<file path="src/rtl/vga_scan_gen.sv">
// VGA scan generator: pixel/line counters, sync/DE decode and colour gating.
// Define SCAN_SYNC_DELAY_EN to add one extra tick stage on sync/DE/colour.
module vga_scan_gen #(
    parameter int H_VIS  = 1440,
    parameter int H_FP   = 80,
    parameter int H_SYNC = 152,
    parameter int H_BP   = 232,
    parameter int V_VIS  = 900,
    parameter int V_FP   = 3,
    parameter int V_SYNC = 6,
    parameter int V_BP   = 25
) (
    input  logic        clk,
    input  logic        rst,
    input  logic        pix_en,
    input  logic [3:0]  draw_r,
    input  logic [3:0]  draw_g,
    input  logic [3:0]  draw_b,
    output logic [10:0] curr_x,
    output logic [9:0]  curr_y,
    output logic        hsync,
    output logic        vsync,
    output logic        de,
    output logic [3:0]  vga_r,
    output logic [3:0]  vga_g,
    output logic [3:0]  vga_b,
    output logic        frame_start
);

    localparam int H_TOT = H_VIS + H_FP + H_SYNC + H_BP;
    localparam int V_TOT = V_VIS + V_FP + V_SYNC + V_BP;

    localparam logic [10:0] X_LAST = 11'(H_TOT - 1);
    localparam logic [10:0] X_VIS  = 11'(H_VIS);
    localparam logic [10:0] X_SS   = 11'(H_VIS + H_FP);
    localparam logic [10:0] X_SE   = 11'(H_VIS + H_FP + H_SYNC);
    localparam logic [9:0]  Y_LAST = 10'(V_TOT - 1);
    localparam logic [9:0]  Y_VIS  = 10'(V_VIS);
    localparam logic [9:0]  Y_SS   = 10'(V_VIS + V_FP);
    localparam logic [9:0]  Y_SE   = 10'(V_VIS + V_FP + V_SYNC);

    logic [10:0] x_q, x_d;
    logic [9:0]  y_q, y_d;
    logic        hsync_q, hsync_d;
    logic        vsync_q, vsync_d;
    logic        de_q, de_d;
    logic [11:0] rgb_q, rgb_d;
    logic        fs_q, fs_d;
    logic        vis, hs_act, vs_act;

`ifdef SCAN_SYNC_DELAY_EN
    logic        vis1_q, vis1_d;
    logic        hs1_q, hs1_d;
    logic        vs1_q, vs1_d;
    logic [11:0] rgb1_q, rgb1_d;
`endif

    always_comb begin
        vis    = (x_q < X_VIS) && (y_q < Y_VIS);
        hs_act = (x_q >= X_SS) && (x_q < X_SE);
        vs_act = (y_q >= Y_SS) && (y_q < Y_SE);

        x_d     = x_q;
        y_d     = y_q;
        hsync_d = hsync_q;
        vsync_d = vsync_q;
        de_d    = de_q;
        rgb_d   = rgb_q;
        fs_d    = 1'b0;
`ifdef SCAN_SYNC_DELAY_EN
        vis1_d  = vis1_q;
        hs1_d   = hs1_q;
        vs1_d   = vs1_q;
        rgb1_d  = rgb1_q;
`endif

        if (pix_en) begin
            if (x_q == X_LAST) begin
                x_d = 11'd0;
                y_d = (y_q == Y_LAST) ? 10'd0 : y_q + 10'd1;
            end else begin
                x_d = x_q + 11'd1;
            end
            fs_d = (x_q == X_LAST) && (y_q == Y_LAST);
`ifdef SCAN_SYNC_DELAY_EN
            vis1_d  = vis;
            hs1_d   = hs_act;
            vs1_d   = vs_act;
            rgb1_d  = {draw_r, draw_g, draw_b};
            hsync_d = ~hs1_q;
            vsync_d = vs1_q;
            de_d    = vis1_q;
            rgb_d   = vis1_q ? rgb1_q : 12'h000;
`else
            hsync_d = ~hs_act;
            vsync_d = vs_act;
            de_d    = vis;
            rgb_d   = vis ? {draw_r, draw_g, draw_b} : 12'h000;
`endif
        end
    end

    always_ff @(posedge clk) begin
        if (rst) begin
            x_q     <= 11'd0;
            y_q     <= 10'd0;
            hsync_q <= 1'b1;
            vsync_q <= 1'b0;
            de_q    <= 1'b0;
            rgb_q   <= 12'h000;
            fs_q    <= 1'b0;
`ifdef SCAN_SYNC_DELAY_EN
            vis1_q  <= 1'b0;
            hs1_q   <= 1'b0;
            vs1_q   <= 1'b0;
            rgb1_q  <= 12'h000;
`endif
        end else begin
            x_q     <= x_d;
            y_q     <= y_d;
            hsync_q <= hsync_d;
            vsync_q <= vsync_d;
            de_q    <= de_d;
            rgb_q   <= rgb_d;
            fs_q    <= fs_d;
`ifdef SCAN_SYNC_DELAY_EN
            vis1_q  <= vis1_d;
            hs1_q   <= hs1_d;
            vs1_q   <= vs1_d;
            rgb1_q  <= rgb1_d;
`endif
        end
    end

    assign curr_x      = x_q;
    assign curr_y      = y_q;
    assign hsync       = hsync_q;
    assign vsync       = vsync_q;
    assign de          = de_q;
    assign vga_r       = rgb_q[11:8];
    assign vga_g       = rgb_q[7:4];
    assign vga_b       = rgb_q[3:0];
    assign frame_start = fs_q;

endmodule

</file>
<file path="config.mk">
export PLATFORM = sky130hd
export DESIGN_NAME = vga_scan_gen
export DESIGN_NICKNAME = d
export VERILOG_FILES = /design/src/rtl/vga_scan_gen.sv
export SDC_FILE = /design/constraint.sdc
export NUM_CORES = 1
export LEC_CHECK = 0
export CAP_MARGIN = 40
export CELL_PAD_IN_SITES_DETAIL_PLACEMENT = 0
export CELL_PAD_IN_SITES_GLOBAL_PLACEMENT = 1
export CORE_MARGIN = 1.5
export CORE_UTILIZATION = 31
export DETAILED_ROUTE_END_ITERATION = 10
export PLACE_DENSITY_LB_ADDON = 0.1
export SYNTH_ARGS = -nofsm -noshare
export SYNTH_HDL_FRONTEND = slang
export SYNTH_SLANG_ARGS = --single-unit
</file>
<file path="constraint.sdc">
create_clock -name clk -period 1.44 [get_ports clk]
set_input_delay 0.288 -clock clk [delete_from_list [all_inputs] [get_ports clk]]
set_output_delay 0.288 -clock clk [all_outputs]
set_load 0.01 [all_outputs]
</file>
Word level (Yosys, flattened, before mapping)
Cells that the tools add are included.
{"block": "totals", "register_bits": 37, "output_inout_bits": 37}
{"block": "classes", "add_sub_neg": 2, "order_cmp": 6, "eq_ne": 2, "muxes": 3, "bitwise": 2, "reduce_logical": 6}
{"operator": "11-bit < comparator, second input constant", "count": 2}
{"operator": "10-bit < comparator, second input constant", "count": 2}
{"operator": "12-bit 2-to-1 mux", "count": 1}
{"operator": "11-bit by 1-bit adder with 11-bit output, second input constant", "count": 1}
{"operator": "11-bit equality test, second input constant", "count": 1}
{"operator": "11-bit greater-or-equal comparator, second input constant", "count": 1}
{"operator": "11-bit 2-to-1 mux", "count": 1}
{"operator": "10-bit by 1-bit adder with 10-bit output, second input constant", "count": 1}
{"operator": "10-bit equality test, second input constant", "count": 1}
{"operator": "10-bit greater-or-equal comparator, second input constant", "count": 1}
{"operator": "10-bit 2-to-1 mux", "count": 1}
{"operator": "1-bit logical AND", "count": 4}
{"operator": "1-bit inverter", "count": 2}
{"operator": "2-bit AND reduction", "count": 1}
{"operator": "2-bit OR reduction", "count": 1}

Logic depth before layout (Yosys ltp)
Gate-level depths: netlist of the first run.
{"block": "depth", "word_depth": 3, "depth_mapped": 6, "ltp_nobuf": 6}

Least setup slack after synthesis of the first run
No wires, ideal clock.
{"block": "synth_timing", "path_kind": "register -> register", "startpoint": "reg y_q[0], in the netlist curr_y[0]", "endpoint": "reg y_q[8], in the netlist curr_y[8]", "setup_ns": 0.092, "t_arrival_ns": 1.447, "t_required_ns": 1.348, "setup_slack_ns": -0.099, "path_stages_with_launch": 6, "path_buffers": 0, "synth_period_minus_slack_ns": 1.539, "path_cell_list": "dfxtp_1 ha_1 nand4_1 or2_1 or3_1 o32ai_1"}
{"block": "synth_between", "elab_chain_cells": 2, "elab_cells_between_ends": 3, "cone_classes": "1 x add/sub; 1 x eq/ne; 1 x mux"}
{"element": "start: declaration", "line_no": "43", "text": "logic [9:0] y_q, y_d;"}
{"element": "start signal: assignment", "line_no": "120", "text": "y_q <= y_d;"}
{"element": "10-bit by 1-bit adder with 10-bit output / 10-bit equality test (equally long branches)", "line_no": "80", "text": "y_d = (y_q == Y_LAST) ? 10'd0 : y_q + 10'd1;"}
{"element": "10-bit 2-to-1 mux (*)", "line_no": "80"}
Every way passes the cells marked *; elsewhere a longest branch is shown, timed or not.
A chain may end at the register's enable or synchronous reset.

Worst setup path in the final report of the first run
{"block": "layout_timing", "startpoint": "reg x_q[0], in the netlist curr_x[0]", "endpoint": "reg y_q[4], in the netlist curr_y[4]"}
{"block": "layout_between", "elab_chain_cells": 2}
{"element": "start: declaration", "line_no": "42", "text": "logic [10:0] x_q, x_d;"}
{"element": "start signal: assignment", "line_no": "105", "text": "x_q <= 11'd0;"}
{"element": "start signal: assignment", "line_no": "119", "text": "x_q <= x_d;"}
{"element": "11-bit equality test", "line_no": "78", "text": "if (x_q == X_LAST) begin"}
{"element": "2-bit AND reduction (no source line)"}
No other way between the ends.

==> qor.txt, run 1 <==
Outcome: complete, but fails checks
Violated checks: negative setup slack
Final Skew: 0.002855 ns
Hold-fix buffers at CTS: 0
Synth Register Bits: 37
Synth area leaders: dfxtp_1 (42%), a22o_1 (5.0%), nor2_1 (3.9%)
Largest net degree at the start of global routing: 16
Ratio of cells with drive above 1 in the final layout: 33.33%
Final setup vio count: 1
Drt pass-1 iters: 4
Pwr Density: 742.2 nW/um^2
RSZ-0062 raised after global routing: yes
Maximum VDD drop: 515.6 uV
Multi-input logic area: 1015 sq um
Htree depth: 2
Crit path kind: flip-flop to flip-flop
Hold Crit Class: flip-flop to flip-flop
EDFF count, synth: 0
Critical path cell sequence: ha_4 > and4_4 > nand4_1 > a21oi_1 > o32ai_1
GR Overflow Total: 0
Reg area: 777.0 sq um
Max cap viols: 0
Syn Inst Count: 193
Startpoint types: flip-flop
WP buf/inv: 0
Total CTS buffers: 5
Yosys warnings: 0
CP Capture Type: flip-flop
Synth Flop Type: dfxtp_1
Worst Tran Pin Value: 0.4826 ns
Syn Nets: 212
Final worst path period need: 1.440 ns
Die H: 78.12 microns
Design Power: 2.060 mW
Worst path max stage delay: 0.36 ns
Area of the die: 6102 sq um
Clock sinks: 37
Yosys cell types: 43
Final Cycle Share: 100.0%
GR Util met1: 20.17%
N_diodes: 0
DRC: 0
Final cell utilization of the core: 50.71%
Via count: 1706
Nets: 297
DR iter-0 viols: 33
Post-route cell area: 2775 sq um
Slew HR: 67.79%
CP arrival: 1.61 ns
Hold WS: 0.4699 ns
Cell area after synthesis: 1749 sq um
Starting Density: 31.96%
Clk slew on worst S/H paths: 0.07 ns
Initial antenna violation count: 0
Commonest cells post-synth: dfxtp_1 (37), nor2_1 (18), nand2_1 (15)
CP Data Required Time: 1.61 ns
DR vias/cell: 4.860
Setup slack after layout: -0.0002892 ns
Area Overhead vs Synth: 58.66%
Met3 Use GR: 3.953%
Yosys top cell area share: 42.35%
First-pass GRT wire length: 7631 microns
Drt wl/cell: 13.25 microns
Final Slew Violations: 0
Top-Level Pins: 52
Async S/R FF share, synth: 0%
Port bufs: 51
Vias in the first global route: 1587
Total track usage: 15.63%
Yosys top cell by area: dfxtp_1
Top-count cell post-synth: dfxtp_1
# fillers: 561
GRT busiest layer: met2
Root buffer cell: clkbuf_8
Row cnt: 27
Die W: 78.12 microns
Worst path top cell family by delay: simple AND/OR/NAND/NOR gates
Critical Path Fanout Max: 5
Avg Synthesized Cell Area: 9.063 sq um
GR met2 Demand/Resource: 25.83%
FMAX: 694.3 MHz
Leak: 1.138 nW
HPWL after DPL: 3285 microns
Critical path's slowest cell: dfxtp_2
Clk_lat worst skew: 0.28 ns
Final antenna-violating net count: 0
CTS tree: done
CORE AREA: 5473 sq um
Fin. Hold Viols: 0
Max clock buf depth: 2
GPL Wtd Cong: 0.7397
Cell Area, Placed: 2537 sq um
WL final: 4651 microns
Seq/Total Area, Yosys: 42.35%
## stage by stage
step	setup TNS [ns]	setup slack [ns]	instances
floorplan	-0.001470	-0.001470	193
global placement	-13.71	-0.4630	337
detailed placement	-14.96	-0.5013	337
CTS	-0.2251	-0.05595	349
finish	-0.0002892	-0.0002892	351
global route	-0.3947	-0.06482	351
## layer usage
layer,routed length (microns),vias up
met1,2202,794
met3,218,5
met2,2175,35
met4,54,0
met5,0,-
li1,-,872
## cell families after synthesis
logic type / after synthesis / share of synthesized area, %
simple gates: 80 / 26.04
fa+ha+maj: 4 / 2.861
flops: 37 / 42.35
mux: 1 / 0.5723
buf+inv: 20 / 6.009
compound gates: 41 / 17.17
xor+xnor: 10 / 5.007
## placed cells by master, fill, tap and decap left out, drive strengths merged, types with 3 or more instances in the layout
master	count
a22o	12
a21oi	13
clkdlybuf4s50	14
clkbuf	7
nand2	15
xnor2	7
nand3	7
dfxtp	37
ha	4
dlygate4sd2	37
nand4	7
o21ai	3
nand2b	5
o32ai	6
nor3	5
nor2	18
buf	37
or3	7
inv	10
and3	3
xor2	3
## what timing repair did
action,in CTS,in global routing
hold endpoints to repair,0,0
cloned,0,0
resized for setup,74,10
buffers inserted,4,2
pin swaps,13,9
setup endpoints to repair,69,27
## cell type report
class	count	area share (%)
clock buffer	7	3.472
inverter	10	1.353
sequential	37	28.00
timing repair buffer	88	27.19
tap	72	3.246
multi-input combinational	136	36.56
clock inverter	1	0.1803
## power breakdown
part / total [mW] / internal, mW / switching (mW)
clock: 0.798 / 0.433 / 0.366
combinational: 0.202 / 0.119 / 0.0830
sequential: 1.06 / 1.04 / 0.0172
total: 2.06 / 1.59 / 0.466
## final timing paths
check / endpoint / slack, ns / start / cells past startpoint
worst max-delay path: curr_y[4] / -0.0003 / curr_x[0] / 5
worst min-delay path: rgb_q[7] / 0.47 / rgb_q[7] / 1
worst max register to register: curr_y[4] / -0.0003 / curr_x[0] / 5
worst min register to register: rgb_q[7] / 0.47 / rgb_q[7] / 1
## state kept, by name, summed over array words and instances, names as in the netlist
register     cells
vsync            1
frame_start      1
curr_y          10
hsync            1
de               1
curr_x          11
rgb_q           12
Power figures use the tool's default switching activity.
==> run 2, diff against run 1 <==
--- a/config.mk
+++ b/config.mk
@@ -5,12 +5,15 @@
 export SDC_FILE = /design/constraint.sdc
 export NUM_CORES = 1
 export LEC_CHECK = 0
+export ABC_AREA = 1
+export ABC_CLOCK_PERIOD_IN_PS = 1440
 export CAP_MARGIN = 40
 export CELL_PAD_IN_SITES_DETAIL_PLACEMENT = 0
 export CELL_PAD_IN_SITES_GLOBAL_PLACEMENT = 1
 export CORE_MARGIN = 1.5
 export CORE_UTILIZATION = 31
 export DETAILED_ROUTE_END_ITERATION = 10
+export GPL_ROUTABILITY_DRIVEN = 0
 export PLACE_DENSITY_LB_ADDON = 0.1
 export SYNTH_ARGS = -nofsm -noshare
 export SYNTH_HDL_FRONTEND = slang
==> qor.txt, run 2 <==
Outcome: completed
Maximum VDD drop: 512.2 uV
RR Endpoint: curr_x[8]
Critical path's slowest cell: dfxtp_1
Fin. Hold Viols: 0
Yosys top cell area share: 37.05%
CP arrival: 1.51 ns
Cell Area, Placed: 2784 sq um
Yosys top cell by area: dfxtp_1
Drt wl/cell: 12.06 microns
Final worst path period need: 1.338 ns
CORE AREA: 6277 sq um
WL final: 5126 microns
Synth area leaders: dfxtp_1 (37%), nand2_1 (11%), nor2_1 (6.4%)
CTS tree: done
Hold Crit Start: rgb_q[0]
Final Cycle Share: 92.90%
Leak: 1.325 nW
Total internal power: 1.554 mW
CP Data Required Time: 1.61 ns
Sequential Power Share: 51.2%
Drt pass-1 iters: 4
Sw Pwr: 0.5161 mW
Worst path top cell family by delay: simple AND/OR/NAND/NOR gates
DRC: 0
Final Slew Violations: 0
Slew HR: 78.11%
DR iter-0 viols: 58
Area Overhead vs Synth: 44.24%
Root buffer cell: clkbuf_8
Syn Nets: 284
Top-count cell post-synth: nand2_1
Starting Density: 31.85%
Startpoint types: flip-flop
Final antenna-violating net count: 0
Post-route cell area: 2884 sq um
Yosys warnings: 0
Total track usage: 15.60%
Most common cell after layout, fill and taps aside: nand2_1
Final Skew: 0.009975 ns
Cell area after synthesis: 1999 sq um
Endpoint, Worst Hold: rgb_q[0]
Avg Synthesized Cell Area: 7.545 sq um
FMAX: 747.5 MHz
Crit path kind: flip-flop to flip-flop
Pwr Density: 717.9 nW/um^2
Area of the die: 6941 sq um
FF-to-FF Start: curr_x[0]
Row cnt: 29
Final setup vio count: 0
First-pass GRT wire length: 8659 microns
Async S/R FF share, synth: 0%
Commonest cells post-synth: nand2_1 (61), dfxtp_1 (37), nor2_1 (34)
Clock sinks: 37
Synth Register Bits: 37
Placed Cells: 415
Port bufs: 51
Seq/Total Area, Yosys: 37.05%
HPWL after DPL: 4019 microns
Initial antenna violation count: 0
Finished Layout Cells: 425
# fillers: 708
Crit path from: curr_x[0]
Multi-input logic area: 1097 sq um
Synth Flop Type: dfxtp_1
N_diodes: 0
Top-Level Pins: 52
Register name with the most flops: rgb_q
Ratio of cells with drive above 1 in the final layout: 29.31%
Critical path cell sequence: ha_2 > nand2_1 > nor2_4 > nand3_1 > xor2_1 > nor2_1
R2r setup slk: 0.10 ns
Net Sw Frac: 24.93%
Clock power share: 37.9%
Max FFs per register: 12
Via count: 1931
Most frequent cells in the layout: nand2_1 (61), dlygate4sd2_1 (36), nor2_1 (33)
Hold Crit Class: flip-flop to flip-flop
Combinational fraction of design power: 10.9%
WP buf/inv: 0
Syn Inst Count: 265
Yosys cell types: 31
CP Capture Type: flip-flop
Die H: 83.31 microns
Reg area: 764.5 sq um
Critical Path Fanout Max: 5
Worst path max stage delay: 0.35 ns
RSZ-0062 raised after global routing: yes
R2R depth: 6
Max clock buf depth: 2
Die W: 83.31 microns
Clk slew on worst S/H paths: 0.08 ns
GR Overflow Total: 0
Total CTS buffers: 5
Largest net degree at the start of global routing: 17
EDFF count, synth: 0
Worst Tran Pin Value: 0.3266 ns
Clk_lat worst skew: 0.29 ns
Htree depth: 2
DR vias/cell: 4.544
Max cap viols: 0
Vias in the first global route: 1796
Hold path depth: 2
Nets: 366
==> run 2: how the worst max path moves through the flow <==
stage | endpoint | slack, ns | cells after the start
after floorplan | curr_x[6] | 0.15 | 6
after global placement | curr_x[8] | -0.23 | 6
after detailed placement | curr_y[8] | -0.25 | 8
after CTS | frame_start | 0.02 | 1
after global routing | curr_x[8] | -0.006 | 6
final | curr_x[8] | 0.10 | 6
==> run 2: what timing repair did <==
action	in CTS	in global routing
resized for setup	53	4
pin swaps	0	2
hold endpoints to repair	0	0
gates cloned	0	0
hold buffers	0	0
setup buffers	0	2
setup endpoints to repair	36	17
==> run 2: routing by layer <==
metal | wire length (microns) | vias up | GRT usage [%]
met5 | 0 | - | 0
met4 | 50 | 0 | 5.000
met3 | 170 | 4 | 3.777
met2 | 2501 | 30 | 25.72
met1 | 2404 | 884 | 20.06
li1 | - | 1013 | -
==> run 2: tightest hold or removal path, cell delays in order, from the launching register on <==
cell	delay (ns)
dfxtp_1	0.31
nand2_1	0.06
a21oi_1	0.05
==> run 2: per-stage QoR <==
stage	total power [mW]	setup WS, ns	hold slack (ns)	setup TNS [ns]	util (%)
after floorplan	1.197	0.1528	0.4316	0	-
after global placement	1.337	-0.2330	0.4495	-5.062	44.35
after detailed placement	1.338	-0.2480	0.4624	-5.568	44.35
after CTS	2.109	0.01801	0.4720	0	45.55
after global routing	2.191	-0.005880	0.4884	-0.005880	45.94
final	2.070	0.1022	0.4654	0	45.94
==> run 2: area by class of cell <==
cell class	instances	share of cell area, %
Clock buffer	6	2.863
Clock inverter	2	0.4772
Inverter	23	2.993
Multi-Input combinational cell	196	38.05
Sequential cell	37	26.51
Tap cell	77	3.341
Timing Repair Buffer	84	25.77
==> run 2: power by group through the flow <==
stage	Sequential [mW]	Clock [mW]	Combinational [mW]
floorplan	1.10	0	0.0929
global placement	1.09	0	0.247
detailed placement	1.09	0	0.248
CTS	1.06	0.819	0.230
global route	1.06	0.878	0.248
finish	1.06	0.784	0.226
==> run 2: cells by family (layout without fill, tap and decap cells) <==
group	after synthesis	count (layout)	share of synthesized area [%]
XOR/XNOR	7	7	3.066
flip-flops	37	37	37.05
AND/OR/NAND/NOR	154	154	38.49
buffers and inverters	32	115	8.322
adder cells (fa/ha/maj)	4	4	2.503
AO/OA/AOI/OAI	31	31	10.58
==> run 3, diff against run 2 <==
--- a/config.mk
+++ b/config.mk
@@ -15,6 +15,7 @@
 export DETAILED_ROUTE_END_ITERATION = 10
 export GPL_ROUTABILITY_DRIVEN = 0
 export PLACE_DENSITY_LB_ADDON = 0.1
+export SLEW_MARGIN = 20
 export SYNTH_ARGS = -nofsm -noshare
 export SYNTH_HDL_FRONTEND = slang
 export SYNTH_SLANG_ARGS = --single-unit
==> results of run 3 <==
No change in the layout: final DEF, timing and power equal those of run 2.
